--- config.mk ---
export PLATFORM = sky130hd
export DESIGN_NAME = multicycle_control
export DESIGN_NICKNAME = d
export VERILOG_FILES = /design/src/rtl/mips_ctrl_pkg.sv /design/src/rtl/multicycle_ctrl_decode.sv /design/src/rtl/multicycle_control.sv
export SDC_FILE = /design/constraint.sdc
export NUM_CORES = 1
export LEC_CHECK = 0
export ABC_CLOCK_PERIOD_IN_PS = 1800
export CORE_UTILIZATION = 42
export CTS_BUF_LIST = sky130_fd_sc_hd__clkbuf_4 sky130_fd_sc_hd__clkbuf_8 sky130_fd_sc_hd__clkbuf_16
export DETAILED_ROUTE_END_ITERATION = 12
export HOLD_SLACK_MARGIN = 0.12
export PLACE_DENSITY = 0.84
export SLEW_MARGIN = 15
export SYNTH_ARGS = -nofsm -noshare
export SYNTH_HDL_FRONTEND = slang
export SYNTH_HIERARCHICAL = 1
export SYNTH_SLANG_ARGS = --single-unit
export TNS_END_PERCENT = 10
--- constraint.sdc ---
create_clock -name clk -period 1.8 [get_ports clk]
set_input_delay 0.45 -clock clk [delete_from_list [all_inputs] [get_ports clk]]
set_output_delay 0.45 -clock clk [all_outputs]
set_load 0.005 [all_outputs]
--- src/rtl/mips_ctrl_pkg.sv ---
// rtl/mips_ctrl_pkg.sv - opcodes, state encodings, ALU and mux select codes for the multicycle MIPS controller
package mips_ctrl_pkg;

  typedef enum logic [3:0] {
    FETCH    = 4'd0,
    DECODE   = 4'd1,
    MEM_ADDR = 4'd2,
    MEM_RD   = 4'd3,
    MEM_WB   = 4'd4,
    MEM_WR   = 4'd5,
    EXEC_R   = 4'd6,
    EXEC_I   = 4'd7,
    ALU_WB   = 4'd8,
    BRANCH   = 4'd9,
    JUMP     = 4'd10,
    JAL_ST   = 4'd11,
    TRAP     = 4'd12
  } stateT;

  localparam logic [5:0] OP_R    = 6'h00;
  localparam logic [5:0] OP_J    = 6'h02;
  localparam logic [5:0] OP_JAL  = 6'h03;
  localparam logic [5:0] OP_BEQ  = 6'h04;
  localparam logic [5:0] OP_BNE  = 6'h05;
  localparam logic [5:0] OP_ADDI = 6'h08;
  localparam logic [5:0] OP_ANDI = 6'h0c;
  localparam logic [5:0] OP_ORI  = 6'h0d;
  localparam logic [5:0] OP_LUI  = 6'h0f;
  localparam logic [5:0] OP_LW   = 6'h23;
  localparam logic [5:0] OP_SW   = 6'h2b;

  localparam logic [2:0] ALU_ADD   = 3'b000;
  localparam logic [2:0] ALU_SUB   = 3'b001;
  localparam logic [2:0] ALU_LUI   = 3'b011;
  localparam logic [2:0] ALU_ADDI  = 3'b100;
  localparam logic [2:0] ALU_ORI   = 3'b101;
  localparam logic [2:0] ALU_ANDI  = 3'b110;
  localparam logic [2:0] ALU_FUNCT = 3'b111;

  localparam logic [1:0] PC_SRC_ALU    = 2'b00;
  localparam logic [1:0] PC_SRC_ALUOUT = 2'b01;
  localparam logic [1:0] PC_SRC_JUMP   = 2'b10;

  localparam logic [1:0] SRCB_RT      = 2'b00;
  localparam logic [1:0] SRCB_FOUR    = 2'b01;
  localparam logic [1:0] SRCB_IMM     = 2'b10;
  localparam logic [1:0] SRCB_IMM_SH2 = 2'b11;

  localparam logic [1:0] REG_DST_RT = 2'b00;
  localparam logic [1:0] REG_DST_RD = 2'b01;
  localparam logic [1:0] REG_DST_RA = 2'b10;

  localparam logic [1:0] MEMTOREG_ALUOUT = 2'b00;
  localparam logic [1:0] MEMTOREG_MDR    = 2'b01;
  localparam logic [1:0] MEMTOREG_PC     = 2'b10;

  function automatic logic [2:0] iTypeAluOp(input logic [5:0] op);
    case (op)
      OP_ORI:  return ALU_ORI;
      OP_ANDI: return ALU_ANDI;
      OP_LUI:  return ALU_LUI;
      default: return ALU_ADDI;
    endcase
  endfunction

endpackage

--- src/rtl/multicycle_ctrl_decode.sv ---
// rtl/multicycle_ctrl_decode.sv - combinational State/OP to datapath control strobes and selects
module multicycle_ctrl_decode
  import mips_ctrl_pkg::*;
(
  input  logic [3:0] state,
  input  logic [5:0] OP,
  input  logic       MemReady,
  input  logic       rtype,
  output logic       IorD,
  output logic       MemRead,
  output logic       MemWrite,
  output logic       IRWrite,
  output logic       PCWrite,
  output logic       PCWriteCondEQ,
  output logic       PCWriteCondNE,
  output logic [1:0] PCSource,
  output logic       ALUSrcA,
  output logic [1:0] ALUSrcB,
  output logic [2:0] ALUOp,
  output logic [1:0] RegDst,
  output logic [1:0] MemtoReg,
  output logic       RegWrite
);

  always_comb begin
    IorD          = 1'b0;
    MemRead       = 1'b0;
    MemWrite      = 1'b0;
    IRWrite       = 1'b0;
    PCWrite       = 1'b0;
    PCWriteCondEQ = 1'b0;
    PCWriteCondNE = 1'b0;
    PCSource      = PC_SRC_ALU;
    ALUSrcA       = 1'b0;
    ALUSrcB       = SRCB_RT;
    ALUOp         = ALU_ADD;
    RegDst        = REG_DST_RT;
    MemtoReg      = MEMTOREG_ALUOUT;
    RegWrite      = 1'b0;
    case (state)
      FETCH: begin
        MemRead = 1'b1;
        ALUSrcB = SRCB_FOUR;
        IRWrite = MemReady;
        PCWrite = MemReady;
      end
      DECODE: ALUSrcB = SRCB_IMM_SH2;
      MEM_ADDR: begin
        ALUSrcA = 1'b1;
        ALUSrcB = SRCB_IMM;
      end
      MEM_RD: begin
        MemRead = 1'b1;
        IorD    = 1'b1;
      end
      MEM_WB: begin
        MemtoReg = MEMTOREG_MDR;
        RegWrite = 1'b1;
      end
      MEM_WR: begin
        MemWrite = 1'b1;
        IorD     = 1'b1;
      end
      EXEC_R: begin
        ALUSrcA = 1'b1;
        ALUOp   = ALU_FUNCT;
      end
      EXEC_I: begin
        ALUSrcA = 1'b1;
        ALUSrcB = SRCB_IMM;
        ALUOp   = iTypeAluOp(OP);
      end
      // destination register was decided one state earlier and held in rtype
      ALU_WB: begin
        RegWrite = 1'b1;
        RegDst   = rtype ? REG_DST_RD : REG_DST_RT;
      end
      BRANCH: begin
        ALUSrcA       = 1'b1;
        ALUOp         = ALU_SUB;
        PCSource      = PC_SRC_ALUOUT;
        PCWriteCondEQ = (OP == OP_BEQ);
        PCWriteCondNE = (OP == OP_BNE);
      end
      JUMP: begin
        PCWrite  = 1'b1;
        PCSource = PC_SRC_JUMP;
      end
      JAL_ST: begin
        PCWrite  = 1'b1;
        PCSource = PC_SRC_JUMP;
        RegDst   = REG_DST_RA;
        MemtoReg = MEMTOREG_PC;
        RegWrite = 1'b1;
      end
      default: ;
    endcase
  end

endmodule

--- src/rtl/multicycle_control.sv ---
// rtl/multicycle_control.sv - multicycle MIPS control FSM with memory wait timeout and illegal-opcode trap
// Optional retired-instruction counter output enabled by MULTICYCLE_CTRL_RETIRE_CNT_EN.
module multicycle_control
  import mips_ctrl_pkg::*;
#(
  parameter int MEM_WAIT_MAX = 15,
  parameter int CNT_WIDTH    = 32
) (
  input  logic       clk,
  input  logic       reset,
  input  logic [5:0] OP,
  input  logic       MemReady,
  output logic       IorD,
  output logic       MemRead,
  output logic       MemWrite,
  output logic       IRWrite,
  output logic       PCWrite,
  output logic       PCWriteCondEQ,
  output logic       PCWriteCondNE,
  output logic [1:0] PCSource,
  output logic       ALUSrcA,
  output logic [1:0] ALUSrcB,
  output logic [2:0] ALUOp,
  output logic [1:0] RegDst,
  output logic [1:0] MemtoReg,
  output logic       RegWrite,
  output logic       Illegal,
`ifdef MULTICYCLE_CTRL_RETIRE_CNT_EN
  output logic [CNT_WIDTH-1:0] InstrRetired,
`endif
  output logic [3:0] State
);

  localparam int WAIT_W = (MEM_WAIT_MAX > 1) ? $clog2(MEM_WAIT_MAX + 1) : 1;

  stateT             stateQ, stateNext;
  logic [WAIT_W-1:0] waitCnt;
  logic              illegalQ, rtypeQ;
  logic              waitState, waitHit;
  logic              memReadDec, memWriteDec, irWriteDec, pcWriteDec;
  logic              condEqDec, condNeDec, regWriteDec;

  assign waitState = (stateQ == FETCH) || (stateQ == MEM_RD) || (stateQ == MEM_WR);
  // trap on the edge where the count would reach the limit; a ready in that cycle wins
  assign waitHit   = (MEM_WAIT_MAX != 0) && waitState && !MemReady &&
                     (waitCnt == WAIT_W'(MEM_WAIT_MAX - 1));

  always_ff @(posedge clk) begin
    if (!reset) begin
      stateQ   <= FETCH;
      waitCnt  <= '0;
      illegalQ <= 1'b0;
      rtypeQ   <= 1'b0;
    end else begin
      stateQ  <= stateNext;
      waitCnt <= (waitState && !MemReady && stateNext == stateQ) ? waitCnt + 1'b1 : '0;
      if (stateNext == TRAP) illegalQ <= 1'b1;
      if (stateQ == EXEC_R)      rtypeQ <= 1'b1;
      else if (stateQ == EXEC_I) rtypeQ <= 1'b0;
    end
  end

  always_comb begin
    stateNext = FETCH;
    case (stateQ)
      FETCH:    stateNext = MemReady ? DECODE : (waitHit ? TRAP : FETCH);
      DECODE: begin
        case (OP)
          OP_LW, OP_SW:                      stateNext = MEM_ADDR;
          OP_R:                              stateNext = EXEC_R;
          OP_ADDI, OP_ORI, OP_ANDI, OP_LUI:  stateNext = EXEC_I;
          OP_BEQ, OP_BNE:                    stateNext = BRANCH;
          OP_J:                              stateNext = JUMP;
          OP_JAL:                            stateNext = JAL_ST;
          default:                           stateNext = TRAP;
        endcase
      end
      MEM_ADDR: stateNext = (OP == OP_SW) ? MEM_WR : MEM_RD;
      MEM_RD:   stateNext = MemReady ? MEM_WB : (waitHit ? TRAP : MEM_RD);
      MEM_WR:   stateNext = MemReady ? FETCH : (waitHit ? TRAP : MEM_WR);
      EXEC_R:   stateNext = ALU_WB;
      EXEC_I:   stateNext = ALU_WB;
      TRAP:     stateNext = TRAP;
      default:  stateNext = FETCH;
    endcase
  end

  multicycle_ctrl_decode uDecode (
    .state         (stateQ),
    .OP            (OP),
    .MemReady      (MemReady),
    .rtype         (rtypeQ),
    .IorD          (IorD),
    .MemRead       (memReadDec),
    .MemWrite      (memWriteDec),
    .IRWrite       (irWriteDec),
    .PCWrite       (pcWriteDec),
    .PCWriteCondEQ (condEqDec),
    .PCWriteCondNE (condNeDec),
    .PCSource      (PCSource),
    .ALUSrcA       (ALUSrcA),
    .ALUSrcB       (ALUSrcB),
    .ALUOp         (ALUOp),
    .RegDst        (RegDst),
    .MemtoReg      (MemtoReg),
    .RegWrite      (regWriteDec)
  );

  // strobes drop immediately while reset is held so an aborted instruction writes nothing
  assign MemRead       = reset & memReadDec;
  assign MemWrite      = reset & memWriteDec;
  assign IRWrite       = reset & irWriteDec;
  assign PCWrite       = reset & pcWriteDec;
  assign PCWriteCondEQ = reset & condEqDec;
  assign PCWriteCondNE = reset & condNeDec;
  assign RegWrite      = reset & regWriteDec;
  assign Illegal       = illegalQ;
  assign State         = stateQ;

`ifdef MULTICYCLE_CTRL_RETIRE_CNT_EN
  logic retireEvt;
  assign retireEvt = (stateNext == FETCH) &&
                     ((stateQ == MEM_WB) || (stateQ == MEM_WR) || (stateQ == ALU_WB) ||
                      (stateQ == BRANCH) || (stateQ == JUMP) || (stateQ == JAL_ST));

  always_ff @(posedge clk) begin
    if (!reset)         InstrRetired <= '0;
    else if (retireEvt) InstrRetired <= InstrRetired + 1'b1;
  end
`else
  logic [CNT_WIDTH-1:0] unusedCntWidth;
  assign unusedCntWidth = '0;
`endif

endmodule

==> reports/qor.yml <==
placed_design:
  dp_hpwl_mm: 2.615
  dp_cells: 227
  place.gp.congestion: 0.8845
  pre_cts_slack_ns: -0.7092
  place_area_um2: 1637
  io_buffers: 33
synthesis:
  ys_ff_latch: 10
  synth-edff-count: 0
  async_flop_share: 0
  synth_top_cells_by_area: "dfxtp_1 18%, and2_1 5.5%, a21oi_1 4.9%, nor3_1 4.0%, xnor2_1 3.9%"
  synthMuxAreaShare: 0
  synth_seq_area_share: 0.1768
  synth_cells: 147
  yosys.area.top_type: "dfxtp_1"
  synth_top_family_by_area: "simple AND/OR/NAND/NOR gates"
  synth_ff_type: "dfxtp_1"
  syn_nets: 158
  synthSimpleGateAreaFrac: 0.4320
  synth_xor_area_frac: 0.05414
  synth_area_um2: 1132
  yosysUniqueCellTypes: 52
  synth_top_area_share: 0.1768
  synth.avg_cell_area_um2: 7.703
  synth_adder_area_share: 0.02210
  yosys_warnings: 6
  synth_compound_area_frac: 0.2232
floorplan:
  coreArea_um2: 2522
  dieHeight_um: 53.93
  start_util: 0.4489
  dieArea_um2: 2908
  io_pins: 34
  rows: 18
  die_x_um: 53.93
worst_setup_path:
  worstReg2RegStart: "State[1]$_SDFF_PN0_"
  critical_path_class: "reg -> out"
  required_ns: 1.35
  startpoint_type: "flip-flop"
  cp_max_fo: 6
  r2r_end: "Illegal$_SDFFE_PN0N_"
  r2r_slack_ns: -0.04
  critPathCaptureType: "primary output"
  reg2reg_depth: 7
  worstPathArrival_ns: 1.52
final_layout:
  fin_area_um2: 1794
  final_cell_mix: "27 x buf_4, 10 x dlygate4sd2_1, 9 x and2_1, 9 x nor3_1"
  antenna_cells: 0
  mostFrequentLayoutCell: "buf_4"
  fin_cells: 237
  utilization: 0.7113
  area_growth_pct: 58.45
  drive_above_1_share: 0.4589
  nets: 219
routing:
  wl_met1_mm: 1.375
  wl_per_cell_um: 14.84
  top_layer: "met4"
  route.met2.wl_mm: 1.893
  vias: 1321
  wl_met3_um: 177
  viasPerCell: 5.574
  wirelength_mm: 3.518
  drtIter0Drc: 18
  drt-pass1-iter-count: 4
  drcViolationCount: 0
  final_antenna_net_count: 0
min_path:
  hp-start: "Illegal$_SDFFE_PN0N_"
  min_to: "Illegal$_SDFFE_PN0N_"
  worstHoldPathCells: 2
  hp-class: "reg -> reg"
power:
  peakVddDrop_uv: 502.0
  p_per_area_nw_per_um2: 436.5
  power_mw: 0.7832
  cellLeakagePower_nw: 0.8140
timing:
  finalSetupViolCount: 7
  max_slew_margin: 0.7619
  tns_ns: -0.6034
  finalMaxSlewViolations: 0
  skew_ns: 0.0002293
  fin_crit_ns: 1.971
  holdWs_ns: 0.4805
  setup_ws_ns: -0.1712
  timing.fmax_mhz: 507.3
  rsz0062_at_grt: "true"
  min_period_over_period: 1.095
  tightest_slew_ns: 0.3532
  hold_viol_final: 0
clock_tree:
  numClockSinks: 10
  cts_tree: "built"
  htree_num_levels: 1
  clk_latency_ns: 0.26
  cts-root-buf: "clkbuf_4"
  cts_buffers: 3
  cts_buffer_depth: 2
  clk_pin_slew_worst_paths_ns: 0.06
global_routing:
  track_usage: 0.2490
  antenna_found_initial: 0
  grt_pass1_wl_mm: 5.154
  grt_max_degree: 11
  grt_pass1_vias: 1200
  gr-total-overflow: 0
run_status:
  violations: "negative setup slack"
  outcome: "finished, violations left"
run:
  drv_cap: 0
==> report_power, final <==
group | switching (mW) | internal [mW]
combinational | 0.163 | 0.182
clock | 0.0697 | 0.122
sequential | 0.0152 | 0.230
total | 0.248 | 0.535
==> cell families after synthesis <==
family          Yosys count
simple gates             74
compound gates           35
buf+inv                  19
flops                    10
xor+xnor                  7
fa+ha+maj                 2
==> worst max-delay path: stages, from the launching register on <==
cell	delay, ns
dfxtp_4	0.38
and4bb_2	0.36
nand3_2	0.10
buf_6	0.14
nor2_4	0.06
and2_1	0.12
buf_2	0.11
==> flip-flops by register name (all words and copies together), names as in the netlist <==
name and flops:
State 4, waitCnt 4, Illegal 1, rtypeQ 1
==> worst max-delay path by stage <==
stage,from,end,cells past startpoint
final,State[2]$_SDFF_PN0_,PCWriteCondNE,6
after global routing,State[2]$_SDFF_PN0_,PCWriteCondNE,6
after global placement,OP[5],PCWriteCondNE,6
after CTS,State[2]$_SDFF_PN0_,PCWriteCondNE,6
after floorplan,waitCnt[0]$_SDFF_PN0_,Illegal$_SDFFE_PN0N_,7
after detailed placement,OP[5],PCWriteCondNE,6
==> synth_stat cells (2+ instances only) <==
cell type / n
nor3b_1: 2
xnor2_1: 5
a31oi_1: 2
nor2_1: 11
nand2_1: 8
buf_6: 2
buf_2: 4
and2b_1: 2
o21ai_0: 6
inv_1: 8
nor2b_1: 5
and2_4: 2
nand3_1: 4
a21oi_1: 11
nand2b_1: 3
o41ai_2: 2
ha_1: 2
buf_4: 3
and3_1: 4
nor3_1: 9
dfxtp_1: 10
a221oi_1: 2
xor2_1: 2
and2_1: 10
==> routing by layer <==
layer | up-vias | global-route usage
li1 | 646 | -
met1 | 620 | 0.2604
met2 | 46 | 0.4856
met3 | 9 | 0.03390
met4 | 0 | 0.1009
met5 | - | 0
==> what timing repair did <==
item / in CTS / in global routing
endpoints found under the setup margin: 31 / 22
gates resized for setup: 84 / 28
buffers inserted: 5 / 1
hold buffers: 0 / 0
pin swaps: 12 / 8
==> layout make-up <==
cell class	instances	area, um^2
multi-input cells	118	927.1
fillers	205	728.2
repair buffers	67	550.5
clock buffers	4	36.28
inverters	8	30.03
well taps	30	37.54
flip-flops and latches	10	212.7
Note: power is estimated with default switching activity, not from simulation.
